==> src/rtl/seg_pkg.sv <==
// Shared definitions for the seg_counter_display slice: digit width,
// GFEDCBA segment codes (active-high) and the scan FSM state encoding.
package seg_pkg;

    localparam int DIGIT_W = 4;

    localparam logic [6:0] SEG_0 = 7'b0111111;
    localparam logic [6:0] SEG_1 = 7'b0000110;
    localparam logic [6:0] SEG_2 = 7'b1011011;
    localparam logic [6:0] SEG_3 = 7'b1001111;
    localparam logic [6:0] SEG_4 = 7'b1100110;
    localparam logic [6:0] SEG_5 = 7'b1101101;
    localparam logic [6:0] SEG_6 = 7'b1111101;
    localparam logic [6:0] SEG_7 = 7'b0000111;
    localparam logic [6:0] SEG_8 = 7'b1111111;
    localparam logic [6:0] SEG_9 = 7'b1101111;
    localparam logic [6:0] SEG_A = 7'b1110111;
    localparam logic [6:0] SEG_B = 7'b1111100;
    localparam logic [6:0] SEG_C = 7'b0111001;
    localparam logic [6:0] SEG_D = 7'b1011110;
    localparam logic [6:0] SEG_E = 7'b1111001;
    localparam logic [6:0] SEG_F = 7'b1110001;

    typedef enum logic {
        ST_BLANK = 1'b0,
        ST_SHOW  = 1'b1
    } scan_state_t;

    function automatic logic [6:0] seg_decode(input logic [DIGIT_W-1:0] digit);
        logic [6:0] seg;
        case (digit)
            4'h0:    seg = SEG_0;
            4'h1:    seg = SEG_1;
            4'h2:    seg = SEG_2;
            4'h3:    seg = SEG_3;
            4'h4:    seg = SEG_4;
            4'h5:    seg = SEG_5;
            4'h6:    seg = SEG_6;
            4'h7:    seg = SEG_7;
            4'h8:    seg = SEG_8;
            4'h9:    seg = SEG_9;
            4'hA:    seg = SEG_A;
            4'hB:    seg = SEG_B;
            4'hC:    seg = SEG_C;
            4'hD:    seg = SEG_D;
            4'hE:    seg = SEG_E;
            default: seg = SEG_F;
        endcase
        return seg;
    endfunction

endpackage

==> src/rtl/key_debounce.sv <==
// Push-button conditioner: 2-FF synchroniser, stability counter, debounced
// level and a one-cycle pulse on each accepted press (1->0 of the level).
module key_debounce #(
    parameter int DEB_CYC = 250000
) (
    input  logic sys_clk,
    input  logic sys_rst_n,
    input  logic key,
    output logic key_fall
);

    localparam int CNT_W = $clog2(DEB_CYC);

    logic             key_meta;
    logic             key_sync;
    logic             key_level;
    logic             level_q;
    logic [CNT_W-1:0] stable_cnt;

    // NOTE: synchroniser flops reset to the released (high) level so that
    // coming out of reset never looks like a press.
    always_ff @(posedge sys_clk or negedge sys_rst_n) begin
        if (!sys_rst_n) begin
            key_meta <= 1'b1;
            key_sync <= 1'b1;
        end else begin
            // NOTE: non-blocking assignments make key_sync take the old
            // key_meta, which is what forms the two-stage pipeline.
            key_meta <= key;
            key_sync <= key_meta;
        end
    end

    // Any cycle where the input agrees with the level restarts the count.
    always_ff @(posedge sys_clk or negedge sys_rst_n) begin
        if (!sys_rst_n) begin
            stable_cnt <= '0;
            key_level  <= 1'b1;
            level_q    <= 1'b1;
        end else begin
            level_q <= key_level;
            if (key_sync == key_level) begin
                stable_cnt <= '0;
            end else if (stable_cnt == CNT_W'(DEB_CYC - 1)) begin
                stable_cnt <= '0;
                key_level  <= key_sync;
            end else begin
                stable_cnt <= stable_cnt + 1'b1;
            end
        end
    end

    assign key_fall = level_q & ~key_level;

endmodule

==> src/rtl/seg_counter_display.sv <==
// N-digit hex/BCD up/down counter with a blanked, time-multiplexed 7-segment
// scan. Define LEADING_ZERO_BLANK_EN to suppress leading zero digits.
module seg_counter_display
    import seg_pkg::*;
#(
    parameter int NUM_DIGITS = 4,
    parameter int TICK_DIV   = 2097152,
    parameter int SCAN_DIV   = 65536,
    parameter int BLANK_CYC  = 256,
    parameter int DEB_CYC    = 250000,
    parameter int BCD        = 0
) (
    input  logic                          sys_clk,
    input  logic                          sys_rst_n,
    input  logic                          key,
    input  logic                          dir,
    output logic [2:0]                    led,
    output logic [6:0]                    ssegment,
    output logic [NUM_DIGITS-1:0]         scathod,
    output logic [DIGIT_W*NUM_DIGITS-1:0] count_val,
    output logic                          wrap
);

    localparam logic [DIGIT_W-1:0] DIGIT_MAX = (BCD != 0) ? 4'd9 : 4'd15;
    localparam int PRE_W    = $clog2(TICK_DIV);
    localparam int SCAN_MAX = (SCAN_DIV > BLANK_CYC) ? SCAN_DIV : BLANK_CYC;
    localparam int SCAN_W   = (SCAN_MAX > 1) ? $clog2(SCAN_MAX) : 1;
    localparam int IDX_W    = (NUM_DIGITS > 1) ? $clog2(NUM_DIGITS) : 1;
    localparam logic [IDX_W-1:0] LAST_IDX = IDX_W'(NUM_DIGITS - 1);

    logic                key_fall;
    logic                run;
    logic                led_press;
    logic                led_tick;
    logic [PRE_W-1:0]    presc;
    logic                tick;
    logic [DIGIT_W-1:0]  digit     [NUM_DIGITS];
    logic [DIGIT_W-1:0]  digit_nxt [NUM_DIGITS];
    logic                chain_carry;

    scan_state_t         state;
    scan_state_t         state_nxt;
    logic [SCAN_W-1:0]   scan_cnt;
    logic [IDX_W-1:0]    idx;
    logic                lz_blank;
    logic [6:0]          seg_d;
    logic [NUM_DIGITS-1:0] cath_d;

    key_debounce #(
        .DEB_CYC (DEB_CYC)
    ) u_key_debounce (
        .sys_clk   (sys_clk),
        .sys_rst_n (sys_rst_n),
        .key       (key),
        .key_fall  (key_fall)
    );

    assign tick = run && (presc == PRE_W'(TICK_DIV - 1));

    // Carry/borrow look-ahead: a digit moves only when every lower digit is
    // at its rollover value, so the whole chain settles in one cycle.
    always_comb begin
        // NOTE: blocking '=' here is deliberate; chain_carry must carry the
        // value computed for the previous digit within the same evaluation.
        chain_carry = 1'b1;
        for (int i = 0; i < NUM_DIGITS; i++) begin
            digit_nxt[i] = digit[i];
            if (dir) begin
                if (chain_carry)
                    digit_nxt[i] = (digit[i] == DIGIT_MAX) ? '0 : digit[i] + 1'b1;
                chain_carry = chain_carry & (digit[i] == DIGIT_MAX);
            end else begin
                if (chain_carry)
                    digit_nxt[i] = (digit[i] == '0) ? DIGIT_MAX : digit[i] - 1'b1;
                chain_carry = chain_carry & (digit[i] == '0);
            end
        end
    end

    always_ff @(posedge sys_clk or negedge sys_rst_n) begin
        if (!sys_rst_n) begin
            run       <= 1'b1;
            led_press <= 1'b0;
            led_tick  <= 1'b0;
            presc     <= '0;
            wrap      <= 1'b0;
            for (int i = 0; i < NUM_DIGITS; i++) digit[i] <= '0;
        end else begin
            wrap <= 1'b0;
            if (key_fall) begin
                run       <= ~run;
                led_press <= ~led_press;
            end
            if (run) presc <= tick ? '0 : presc + 1'b1;
            if (tick) begin
                digit    <= digit_nxt;
                wrap     <= chain_carry;
                led_tick <= ~led_tick;
            end
        end
    end

    for (genvar g = 0; g < NUM_DIGITS; g++) begin : g_count
        assign count_val[g*DIGIT_W +: DIGIT_W] = digit[g];
    end

    assign led = {led_tick, led_press, run};

    always_ff @(posedge sys_clk or negedge sys_rst_n) begin
        if (!sys_rst_n) begin
            state    <= ST_BLANK;
            scan_cnt <= '0;
            idx      <= '0;
        end else begin
            state    <= state_nxt;
            scan_cnt <= (state_nxt != state) ? '0 : scan_cnt + 1'b1;
            if (state == ST_SHOW && state_nxt == ST_BLANK)
                idx <= (idx == LAST_IDX) ? '0 : idx + 1'b1;
        end
    end

    always_comb begin
        // NOTE: default first; without it the paths that keep the state
        // would infer a latch.
        state_nxt = state;
        case (state)
            ST_BLANK: if (scan_cnt == SCAN_W'(BLANK_CYC - 1)) state_nxt = ST_SHOW;
            ST_SHOW:  if (scan_cnt == SCAN_W'(SCAN_DIV - 1))  state_nxt = ST_BLANK;
            default:  state_nxt = ST_BLANK;
        endcase
    end

`ifdef LEADING_ZERO_BLANK_EN
    logic [NUM_DIGITS-1:0] zero_above;

    // zero_above[i]: digit i and every higher digit are zero.
    always_comb begin
        zero_above[NUM_DIGITS-1] = (digit[NUM_DIGITS-1] == '0);
        for (int i = NUM_DIGITS - 2; i >= 0; i--)
            zero_above[i] = zero_above[i+1] & (digit[i] == '0);
    end

    assign lz_blank = (idx != '0) && zero_above[idx];
`else
    assign lz_blank = 1'b0;
`endif

    always_comb begin
        seg_d  = '0;
        cath_d = '1;
        if (state == ST_SHOW && !lz_blank) begin
            seg_d       = seg_decode(digit[idx]);
            cath_d[idx] = 1'b0;
        end
    end

    always_ff @(posedge sys_clk or negedge sys_rst_n) begin
        if (!sys_rst_n) begin
            ssegment <= '0;
            scathod  <= '1;
        end else begin
            ssegment <= seg_d;
            scathod  <= cath_d;
        end
    end

endmodule

==> config.mk <==
export PLATFORM = sky130hd
export DESIGN_NAME = seg_counter_display
export DESIGN_NICKNAME = d
export VERILOG_FILES = /design/src/rtl/seg_pkg.sv /design/src/rtl/key_debounce.sv /design/src/rtl/seg_counter_display.sv
export SDC_FILE = /design/constraint.sdc
export NUM_CORES = 1
export LEC_CHECK = 0
export BUFFER_PORTS_ARGS = -buffer_cell sky130_fd_sc_hd__clkbuf_2
export CORE_ASPECT_RATIO = 0.5
export CORE_MARGIN = 4
export CORE_UTILIZATION = 50
export DETAILED_ROUTE_END_ITERATION = 8
export PLACE_DENSITY = 0.68
export SLEW_MARGIN = 20
export SYNTH_ARGS = -nofsm -noshare
export SYNTH_HDL_FRONTEND = slang
export SYNTH_SLANG_ARGS = --single-unit
==> constraint.sdc <==
create_clock -name sys_clk -period 4.5 [get_ports sys_clk]
set_input_delay 0.675 -clock sys_clk [delete_from_list [all_inputs] [get_ports sys_clk]]
set_output_delay 0.675 -clock sys_clk [all_outputs]
set_load 0.02 [all_outputs]
## Word-level counts from Yosys, hierarchy flattened

Memory sizes are Yosys's and may differ from the RTL's.
Cells that the tools add are included.
Widths: inputs -> output; s select.

- Flip-flop bits (word level): 93
- Bits in latches: 0
- RAM bits: 0
- ROM bits: 112
- Bits of input ports: 4
- Logic and storage cells: 111
- Memories: 1

Memories:

| name | words | bits a word | read ports | clocked after memory_dff | wr ports | line | RTL |
|---|---|---|---|---|---|---|---|
| (no name shown) | 16 | 7 | 1 | 0 | 0 | seg_pkg.sv:31 | `case (digit)` |

- $add $sub $neg: 12
- Multiply operators: 0
- Div/mod/pow operators: 0
- Order comparisons: 3
- Equality and inequality tests: 11
- Shift operators: 0
- Muxes and demuxes: 38
- Bitwise gates (word level): 16
- Reduce and logical (&&, ||, !) cells: 11

Operators with widths:

| kind | count |
|---|---|
| $mux 4 | 21 |
| $mux 18 | 2 |
| $add 21x1->21 const B | 1 |
| $eq 21x21->1 const B | 1 |
| $mux 21 | 1 |
| $add 18x1->18 const B | 1 |
| $eq 18x18->1 const B | 1 |
| $add 16x1->16 const B | 1 |
| $add 4x1->4 const B | 4 |
| $eq 16x16->1 const B | 1 |
| $eq 16x8->1 const B | 1 |
| $eq 4x4->1 const B | 4 |
| $logic_not 4->1 | 4 |
| $mux 16 | 1 |
| $sub 4x1->4 const B | 4 |
| $bmux 4 s2 | 1 |
| $mux 1 | 8 |
| $reduce_and 2->1 | 4 |
| $and 1x1->1 | 7 |
| $mux 7 | 1 |
| $not 1->1 | 7 |
| $not 4->4 | 1 |
| $ge 3x3->1 const B | 1 |
| $logic_and 1x1->1 | 3 |
| 10 further kinds | 10 |

## Depth between registers and ports, before layout

Gate-level depths: netlist (run 1).

- Word-level depth: 9
- Gate-level depth with buffers: 9

## Hierarchy

A second synthesis (run 1) with hierarchy kept.

- Cell total of the unflattened synthesis: 501
- Area total of the unflattened synthesis: 5077.4 sq um

Modules (own cells, without submodules):

| module | times used | cells an instance | area an instance (sq um) | seq. area each (sq um) |
|---|---|---|---|---|
| seg_counter_display | 1 | 401 | 4011.3 | 1783.0 |
| key_debounce | 1 | 100 | 1066.0 | 555.5 |

## Least setup slack after synthesis (run 1)

No wires, ideal clock.

- Path type: register to register
- Start: register digit (netlist bit count_val[8])
- End: register ssegment[3]
- Setup time: 119 ps
- Arrival: 2168 ps
- Data required time: 4381 ps
- Path slack: 2213 ps
- Stages on the path, launching flop included: 7
- Clock period less this slack: 2287 ps
- Cell sequence: dfrtp_1 -> clkbuf_1 -> mux4_2 -> inv_1 -> ha_1 -> mux4_2 -> and2_1

- Longest elaborated chain between the ends: 5

Ends and longest elaborated chain:

| what | line | RTL |
|---|---|---|
| start, declared | seg_counter_display.sv:37 | `logic [DIGIT_W-1:0] digit [NUM_DIGITS];` |
| start signal, assigned | seg_counter_display.sv:96 | `digit <= digit_nxt;` |
| $bmux 4 s2 | seg_counter_display.sv:152 | `seg_d = seg_decode(digit[idx]);` |
| $mux 4 (implied by the code) (2 in series) | seg_counter_display.sv:152 |  |
| $mem_v2 16x7 | n/a |  |
| $mux 7 | seg_counter_display.sv:151 | `if (state == ST_SHOW && !lz_blank) begin` |
| named net seg_d[3] | seg_counter_display.sv:46 | `logic [6:0] seg_d;` |
| end signal, assigned | seg_counter_display.sv:162 | `ssegment <= seg_d;` |
| end, declared | seg_counter_display.sv:18 | `output logic [6:0] ssegment,` |

The timed path passes the listed nets, and every way through them passes these cells. The select of a mux whose other input is x is not followed.
A chain may end at the register's enable or synchronous reset.

## Worst setup path after layout (run 1)

- Start: register idx[0]
- End: register ssegment[3]

- Longest elaborated chain between the ends: 6

Ends and longest elaborated chain:

| what | line | RTL |
|---|---|---|
| start, declared | seg_counter_display.sv:44 | `logic [IDX_W-1:0] idx;` |
| start signal, assigned | seg_counter_display.sv:118 | `idx <= (idx == LAST_IDX) ? '0 : idx + 1'b1;` |
| $not 2->3 (implied by the code) | seg_counter_display.sv:152 |  |
| $bmux 4 s2 | seg_counter_display.sv:152 |  |
| $mux 4 (implied by the code) (2 in series) | seg_counter_display.sv:152 |  |
| $mem_v2 16x7 | n/a |  |
| $mux 7 | seg_counter_display.sv:151 |  |
| named net seg_d[3] | seg_counter_display.sv:46 |  |

The timed path passes the listed nets, and every way through them passes these cells. The select of a mux whose other input is x is not followed.

==> results of run 1 <==
[metrics by stage]
| step | setup WS, ps | util (%) |
|---|---|---|
| 6_report | 2180 | 57.6 |
| 5_1_grt | 2020 | 57.6 |
| 4_1_cts | 2160 | 57.6 |
| 3_5_place_dp | 2130 | 54.7 |
| 3_3_place_gp | 2170 | 54.7 |
| 2_1_floorplan | 2210 | - |
[flip-flops by register name, indices dropped and copies added (netlist names), 2 cells and up]
| name | count |
|---|---|
| count_val | 16 |
| scathod | 4 |
| u_key_debounce.stable_cnt | 18 |
| scan_cnt | 16 |
| ssegment | 7 |
| presc | 21 |
| idx | 2 |
[synth_stat cells, drive strengths merged (2+ instances only)]
cell	count	area, sq um
nor3	9	45.0
nand2b	4	25.0
nand3	22	123
a31o	2	17.5
nor2	41	170
buf	12	97.6
mux2i	7	70.1
o31ai	5	37.5
o21ai	18	93.8
nor4	4	25.0
a211oi	4	30.0
clkbuf	9	33.8
inv	23	86.3
or3b	3	28.8
mux2	7	82.6
and2	19	120
o22ai	3	18.8
nor3b	2	26.3
o2111ai	2	17.5
nand4	10	77.6
and3	18	115
a21boi	3	22.5
a21oi	11	55.1
mux4	6	135
xnor2	26	228
or3	3	18.8
dfstp	9	236
nand2	39	146
a31oi	5	31.3
ha	22	275
dfrtp	84	2100
nor2b	2	12.5
and4	12	110
xor2	31	272
[worst reg2reg max path, cell delays in order, from the launching register on]
cell and delay [ps]:
dfrtp_1 540, mux4_2 620, inv_1 170, ha_1 270, mux4_2 450, and2_1 160
[routing by layer]
metal / vias to the layer above / global-route usage [%] / wire [um]
met2: 39 / 30.5 / 4690
met4: 0 / 5.47 / 108
met3: 11 / 4.45 / 347
li1: 1746 / - / -
met5: - / 0 / 0
met1: 1714 / 22.1 / 4470
[power by group through the flow]
stage | combinational [mW] | clock [mW] | sequential (mW)
5_1_grt | 0.0429 | 0.764 | 0.843
6_report | 0.0364 | 0.707 | 0.843
3_5_place_dp | 0.0378 | 0 | 0.859
4_1_cts | 0.0381 | 0.730 | 0.843
3_3_place_gp | 0.0375 | 0 | 0.859
2_1_floorplan | 0.0164 | 0 | 0.859
[cell type report]
class	instances	area, sq um
inverters	23	86.3
well taps	135	169
clock inverters	6	48.8
flip-flops and latches	93	2340
multi-input cells	350	2520
clock buffers	10	229
fillers	815	4100
repair buffers	35	180
[kinds of logic (layout without fill, tap and decap cells)]
| kind of cell | after synthesis | count (layout) | share of synthesized area [%] |
|---|---|---|---|
| AND/OR/NAND/NOR | 192 | 192 | 21.2 |
| XOR/XNOR | 57 | 57 | 9.84 |
| multiplexers | 20 | 20 | 5.67 |
| flip-flops | 93 | 93 | 46.1 |
| adder cells (fa/ha/maj) | 22 | 22 | 5.43 |
| buffers and inverters | 44 | 74 | 4.29 |
| AO/OA/AOI/OAI | 59 | 59 | 7.45 |
[worst min-delay path by stage]
stage                                                   end  slack (ps)  depth (start not counted)
after global routing      u_key_debounce.key_sync$_DFF_PN1_         360                          0
after floorplan           u_key_debounce.key_sync$_DFF_PN1_         350                          0
after detailed placement  u_key_debounce.key_sync$_DFF_PN1_         350                          0
final                     u_key_debounce.key_sync$_DFF_PN1_         360                          0
after global placement    u_key_debounce.key_sync$_DFF_PN1_         350                          0
after CTS                 u_key_debounce.key_sync$_DFF_PN1_         360                          0
==> metrics, run 1 <==
grt ovf=0; clk slew on worst S/H paths=70 ps; H-tree Lvls=3; Final Hold Viols=0; Yosys cell types=60; area of the core=9670 sq um; placed cell area=5290 sq um; static leakage=2.71 nW; hold_sp=u_key_debounce.key_meta$_DFF_PN1_; top_reg_cell synth=dfrtp_1; most common cell after layout, fill and taps aside=dfrtp_1; Seq cells post-synth=93; Sw Share=22.6%; sequential cell area fraction in the yosys report=46.1%; Remaining DRCs=0; GR Util All Layers=17.7%; Sequential Power Share=53.2%; MaxCap Viol Count=0; Startpoint Class=register; die area=11900 sq um; first-pass GRT wire length=16900 um; RR Endpoint=ssegment[3]$_DFF_PN0_; I/O pin total=35; CP bufs+invs=1; Clock Skew=11.5 ps; final RePlAce weighted congestion=0.823; Num CTS Buffers=9; synth warn=0; drt pass-1 iters=4; nets@finish=538; wire per inst=14.8 um; gate count after technology mapping=487; clock power share=44.5%; post-route antenna net violation count=0; Die Y=79.2 um; CP Class=reg -> reg; Overall Power=1.59 mW; latest clock arrival within the worst-skew pair=350 ps; row cnt=25; outcome=completed; post_cts resized=0; Synth async-reset ratio=100%; WL final=9620 um; TritonCTS Sinks=93; Comb power frac=2.3%; dpl cells=636; Syn Area/Cell=10.4 sq um; Worst Setup End Kind=register; setup repair bufs after CTS=0; fin crit period=2320 ps; most frequent CP cell=mux4_2; reg2reg setup slack=2180 ps; clk buf depth=2; critical path's top delay family=multiplexers; post-DP HPWL=6600 um; most frequent cells in the layout=84 x dfrtp_1, 40 x nor2_1, 39 x nand2_1; Min Hold Slack=357 ps; PD cells=285 nW/um^2; final std cells w/o fill=652; CTS tree=built; vias in the first global route=3590; antenna violations before repair=0; Arr. time, crit path=2550 ps; Crit-path slowest cell=mux4_2; Max-slew headroom=49.1%; layout cells sized above 1=16.2%; Area growth syn-to-layout=9.77%; Syn Nets=513; CP max FO=8; fin. max-slew vios=0; CP Launch Point=idx[0]$_DFFE_PN0P_; initial drt markers=191; Starting Density=52.5%; VDD IR-drop max=0.000183 V; hold buffers post-CTS=0; Worst path max stage delay=620 ps; Post-Layout Inst Area=5570 sq um; Root Driver=clkbuf_16; RSZ-0062 raised after global routing=false; Synth Cell Area=5070 sq um; DIE WIDTH=150 um; f_max=432 MHz; FF-to-FF Start=idx[0]$_DFFE_PN0P_; Hold Crit Class=reg -> reg; CP Data Required Time=4740 ps; Setup crit end=ssegment[3]$_DFF_PN0_; vias per cell=5.38; Crit path depth=5; crit-path cells=mux4_2 -> inv_1 -> ha_1 -> mux4_2 -> and2_1; Post-Route Setup TNS=0 ps; largest net degree at the start of global routing=61; n_diodes=0; internal power=1.23 mW; Final period util=51.5%; Reg2Reg Depth=5; worst-margin pin slew=764 ps; Port Buffers=34; number of synthesized flops with an enable pin=0; vias after detailed routing=3510; net switching power=358 uW; final setup fails=0
(Power assumes the default switching activity.)
==> run 2, diff against run 1 <==
Settings changed: ABC_AREA set to 1, PLACE_DENSITY 0.68 to 0.7.
Clock period 4.5 ns to 2.01 ns, I/O delays scaled along.
==> metrics, run 2 <==
outcome=completed; most frequent cells in the layout=220 x nand2_1, 115 x nor2_1, 99 x inv_1; drt pass-1 iters=5; Hold Path Depth=1; Biggest register=presc; Root Driver=clkbuf_16; CTS tree=built; vias in the first global route=4731; CP max FO=10; internal power=3.19 mW; Num CTS Buffers=9; number of synthesized flops with an enable pin=0; f_max=529 MHz; Synth async-reset ratio=100%; Die Y=82.8 um; Hold Crit Class=in -> reg; multi-input logic area=2810 sq um; VDD IR-drop max=0.000394 V; most common cell after layout, fill and taps aside=nand2_1; static leakage=3.12 nW; Final Hold Viols=0; Sequential Power Share=47.4%; vias after detailed routing=4972; Syn Nets=801; synth warn=0; GR Util All Layers=20.5%; Area growth syn-to-layout=15.7%; Top Registers=presc (21), u_key_debounce.stable_cnt (18); DIE WIDTH=158 um; row cnt=26; Yosys cell types=34; TritonCTS Sinks=93; final RePlAce weighted congestion=0.876; area of the core=10500 sq um; Max-slew headroom=69.3%; FF-to-FF Start=scan_cnt[0]$_DFF_PN0_; I/O pin total=35; CP Launch Point=scan_cnt[0]$_DFF_PN0_; top_reg_cell synth=dfrtp_1; main area contributors after synthesis=dfrtp_1 38%, nand2_1 15%, nor2_1 7.9%; initial drt markers=283; Arr. time, crit path=2150 ps; Overall Power=3.98 mW; nets@finish=859; worst-margin pin slew=460 ps; Remaining DRCs=0; top post-synthesis cells by count=222 x nand2_1, 117 x nor2_1, 100 x inv_1; CP Data Required Time=2270 ps; Largest register FFs=21; PD cells=615 nW/um^2; CP Class=reg -> reg; clk buf depth=2; die area=13000 sq um; n_diodes=0; fillers=971; WHS Endpoint=u_key_debounce.key_meta$_DFF_PN1_; grt ovf=0; hold_sp=key; wire per inst=12.6 um; gate count after technology mapping=775; Final period util=94.0%; final design utilization=61.4%; H-tree Lvls=3; fin. max-slew vios=0; post-DP HPWL=9110 um; post-synth top area share=37.6%; Synth area leader=dfrtp_1; fin crit period=1890 ps; RSZ-0062 raised after global routing=true; antenna violations before repair=0; clock power share=50.1%; final setup fails=0; Reg area=2340 sq um; WL final=12400 um; latest clock arrival within the worst-skew pair=350 ps; Clock Skew=12.8 ps; Comb power frac=2.4%; sequential cell area fraction in the yosys report=41.8%; largest net degree at the start of global routing=35; Sw Share=19.8%; Syn Area/Cell=7.21 sq um; Synth Cell Area=5590 sq um; leading cell type by number of instances after synthesis=nand2_1; Worst Setup End Kind=register; MaxCap Viol Count=0; Port Buffers=34; reg2reg setup slack=120 ps; Seq cells post-synth=93; Starting Density=53.0%; post-route antenna net violation count=0; net switching power=786 uW; layout cells sized above 1=14.1%; Startpoint Class=register; RR Endpoint=scan_cnt[8]$_DFF_PN0_; clk slew on worst S/H paths=60 ps; Reg2Reg Depth=14; first-pass GRT wire length=21500 um; vias per cell=5.08
==> run 2: power by group through the flow <==
stage	combinational [mW]	sequential (mW)	clock [mW]
2_1_floorplan	0.0361	1.92	0
3_3_place_gp	0.0965	1.92	0
3_5_place_dp	0.0984	1.92	0
4_1_cts	0.100	1.89	2.02
5_1_grt	0.113	1.88	2.11
6_report	0.0969	1.89	1.99
==> run 2: final cells by class <==
type	instances	share of cell area, %
multi-input combinational	565	43.4
sequential	93	36.2
inverter	103	6.02
clock inverter	4	1.47
tap	140	2.71
clock buffer	12	3.97
timing repair buffer	61	6.23
==> run 2: per-stage QoR <==
stage | TNS (ps) | hold slack [ps] | area, sq um | std cells | worst slack (ps)
4_1_cts | 0 | 33.7 | 6450 | 977 | 14.3
5_1_grt | -4.04 | 37.7 | 6470 | 978 | -4.04
6_report | 0 | 39.9 | 6470 | 978 | 120
3_3_place_gp | 0 | 283 | 6060 | 959 | 7.01
3_5_place_dp | -843 | 289 | 6060 | 959 | -97.9
2_1_floorplan | 0 | 5.91 | 5590 | 775 | 57.1
==> run 2: how the worst max path moves through the flow <==
stage	cells past startpoint	end	slack (ps)
finish	14	scan_cnt[8]$_DFF_PN0_	120
global route	14	scan_cnt[4]$_DFF_PN0_	-4
CTS	14	scan_cnt[8]$_DFF_PN0_	10
detailed placement	12	scan_cnt[8]$_DFF_PN0_	-100
global placement	14	scan_cnt[13]$_DFF_PN0_	7
floorplan	12	scan_cnt[3]$_DFF_PN0_	60
==> run 2: kinds of logic (layout without fill, tap and decap cells) <==
group,after synthesis,after routing,share of synthesized area (%)
DFF,93,93,41.8
and+or+nand+nor,453,453,34.6
adders and majority gates,22,22,4.92
xor gates and xnor gates,27,27,4.36
AOI/OAI and AO/OA,63,63,5.82
buffers and inverters,117,180,8.42
==> run 2: layer usage <==
metal	GRT usage (%)	vias to the layer above	wire, um
met5	0	-	0
met2	34.9	84	5770
met3	3.94	19	458
met1	26.9	2319	5960
li1	-	2550	-
met4	6.09	0	180
==> run 2: worst max-delay path: stages, from the launching register on <==
cell and delay [ps]:
dfrtp_1 380, ha_2 200, nand2_2 70, nor2_2 40
nand2_2 60, nor2_2 40, buf_4 120, nand3_1 60
nand2_1 70, o21ai_2 80, inv_2 70, ha_4 290
buf_12 120, o21ai_0 70, a21oi_1 140
==> run 2: timing repair <==
item	CTS	global route
hold endpoints to repair	27	0
setup buffers	1	1
cloned	0	0
resized for setup	4	8
hold buffers	1	0
pin swaps	0	1
setup endpoints to repair	16	16
==> run 3, diff against run 2 <==
Settings changed: ABC_AREA 1 to 0, PLACE_DENSITY 0.7 to 0.71.
==> metrics, run 3 (synthesis results as in run 1) <==
I/O pin total=35; hold_sp=key; static leakage=3.01 nW; Area growth syn-to-layout=22.1%; clk buf depth=2; initial drt markers=275; latest clock arrival within the worst-skew pair=350 ps; Arr. time, crit path=2210 ps; reg2reg setup slack=30 ps; Setup crit end=count_val[4]$_DFFE_PN0P_; f_max=505 MHz; VDD IR-drop max=0.000390 V; Crit-path slowest cell=dfrtp_2; FF-to-FF Start=count_val[1]$_DFFE_PN0N_; Post-Layout Inst Area=6190 sq um; RSZ-0062 raised after global routing=true; CP Launch Point=count_val[1]$_DFFE_PN0N_; dpl cells=690; worst-margin pin slew=480 ps; most common cell after layout, fill and taps aside=dfrtp_1; Biggest register=presc; Max-slew headroom=67.8%; CP Data Required Time=2240 ps; GR Util All Layers=18.5%; Worst path max stage delay=430 ps; CTS tree=built; Hold Crit Class=in -> reg; drt pass-1 iters=4; wire per inst=14.6 um; most frequent cells in the layout=80 x dfrtp_1, 55 x buf_4, 40 x nor2_1; WL final=10400 um; post-DP HPWL=7440 um; TritonCTS Sinks=93; layout cells sized above 1=28.9%; final std cells w/o fill=710; nets@finish=596; crit-path cells=inv_2 -> ha_4 -> or3b_4 -> o21ai_4 -> nand4_4 -> mux2_4 -> or2_1; Root Driver=clkbuf_16; largest net degree at the start of global routing=48; Die Y=79.2 um; Num CTS Buffers=9; final RePlAce weighted congestion=0.786; vias in the first global route=3664; final setup fails=0; Final Hold Viols=0; PD cells=601 nW/um^2; Worst Setup End Kind=register; Min Hold Slack=33.3 ps; clk slew on worst S/H paths=70 ps; fin crit period=1980 ps; Top Registers=presc (21), u_key_debounce.stable_cnt (18); CP Class=reg -> reg; Starting Density=52.5%; Port Buffers=34; Largest register FFs=21; RR Endpoint=count_val[4]$_DFFE_PN0P_; row cnt=25; area of the core=9670 sq um; post-route antenna net violation count=0; first-pass GRT wire length=17600 um; n_diodes=0; placed cell area=5790 sq um; H-tree Lvls=3; outcome=completed; Remaining DRCs=0; vias per cell=5.39; antenna violations before repair=0; vias after detailed routing=3828; CP max FO=4; Clock Skew=5.98 ps; DIE WIDTH=150 um; Startpoint Class=register; grt ovf=0; MaxCap Viol Count=0; fin. max-slew vios=0; die area=11900 sq um; Final period util=98.4%; Reg2Reg Depth=7
==> run 3: worst max-delay path: cells and delay by family (launching register included) <==
family / cells / cell delay (ps)
buffers and inverters: 1 / 70
AND/OR/NAND/NOR: 3 / 740
flip-flops: 1 / 430
multiplexers: 1 / 320
AO/OA/AOI/OAI: 1 / 180
adder cells (fa/ha/maj): 1 / 130
==> run 3: worst min path at each step <==
stage,to,slack (ps),cells past startpoint
after global placement,wrap$_DFF_PN0_,240,1
after detailed placement,wrap$_DFF_PN0_,240,1
after CTS,u_key_debounce.key_meta$_DFF_PN1_,20,1
after global routing,u_key_debounce.key_meta$_DFF_PN1_,20,1
final,u_key_debounce.key_meta$_DFF_PN1_,30,1
after floorplan,count_val[0]$_DFFE_PN0N_,6,0
==> run 3: area by class of cell <==
type / count / area (sq um)
flip-flops and latches: 93 / 2340
clock buffers: 9 / 225
repair buffers: 92 / 639
well taps: 135 / 169
clock inverters: 7 / 81.3
multi-input cells: 351 / 2640
inverters: 23 / 91.3
fillers: 762 / 3470
==> run 3: timing repair <==
action	CTS	global route
gates cloned	0	1
gates resized for setup	2	13
setup buffers	0	2
pin swaps	0	4
hold endpoints to repair	21	0
hold buffers	1	0
endpoints found under the setup margin	3	25
==> run 3: metal layers <==
layer | wire length [um] | vias to the layer above | global-route usage (%)
met1 | 5040 | 1897 | 24.8
li1 | - | 1860 | -
met2 | 4850 | 60 | 29.7
met3 | 373 | 11 | 4.90
met5 | 0 | - | 0
met4 | 91 | 0 | 5.20
==> run 3: power breakdown <==
part,switching (mW),internal [mW],total [mW]
clock network,0.755,0.983,1.74
registers,0.00593,1.88,1.89
logic,0.0671,0.0308,0.0980
==> run 3: through the flow <==
step | setup TNS [ps] | setup slack, ps | util (%) | power, mW
2_1_floorplan | -272 | -136 | - | 1.96
3_3_place_gp | 0 | 25.8 | 59.9 | 2.02
6_report | 0 | 31.6 | 64.1 | 3.72
5_1_grt | -85.4 | -48.5 | 64.1 | 3.88
3_5_place_dp | -63.5 | -37.5 | 59.9 | 2.02
4_1_cts | 0 | 2.74 | 63.2 | 3.77
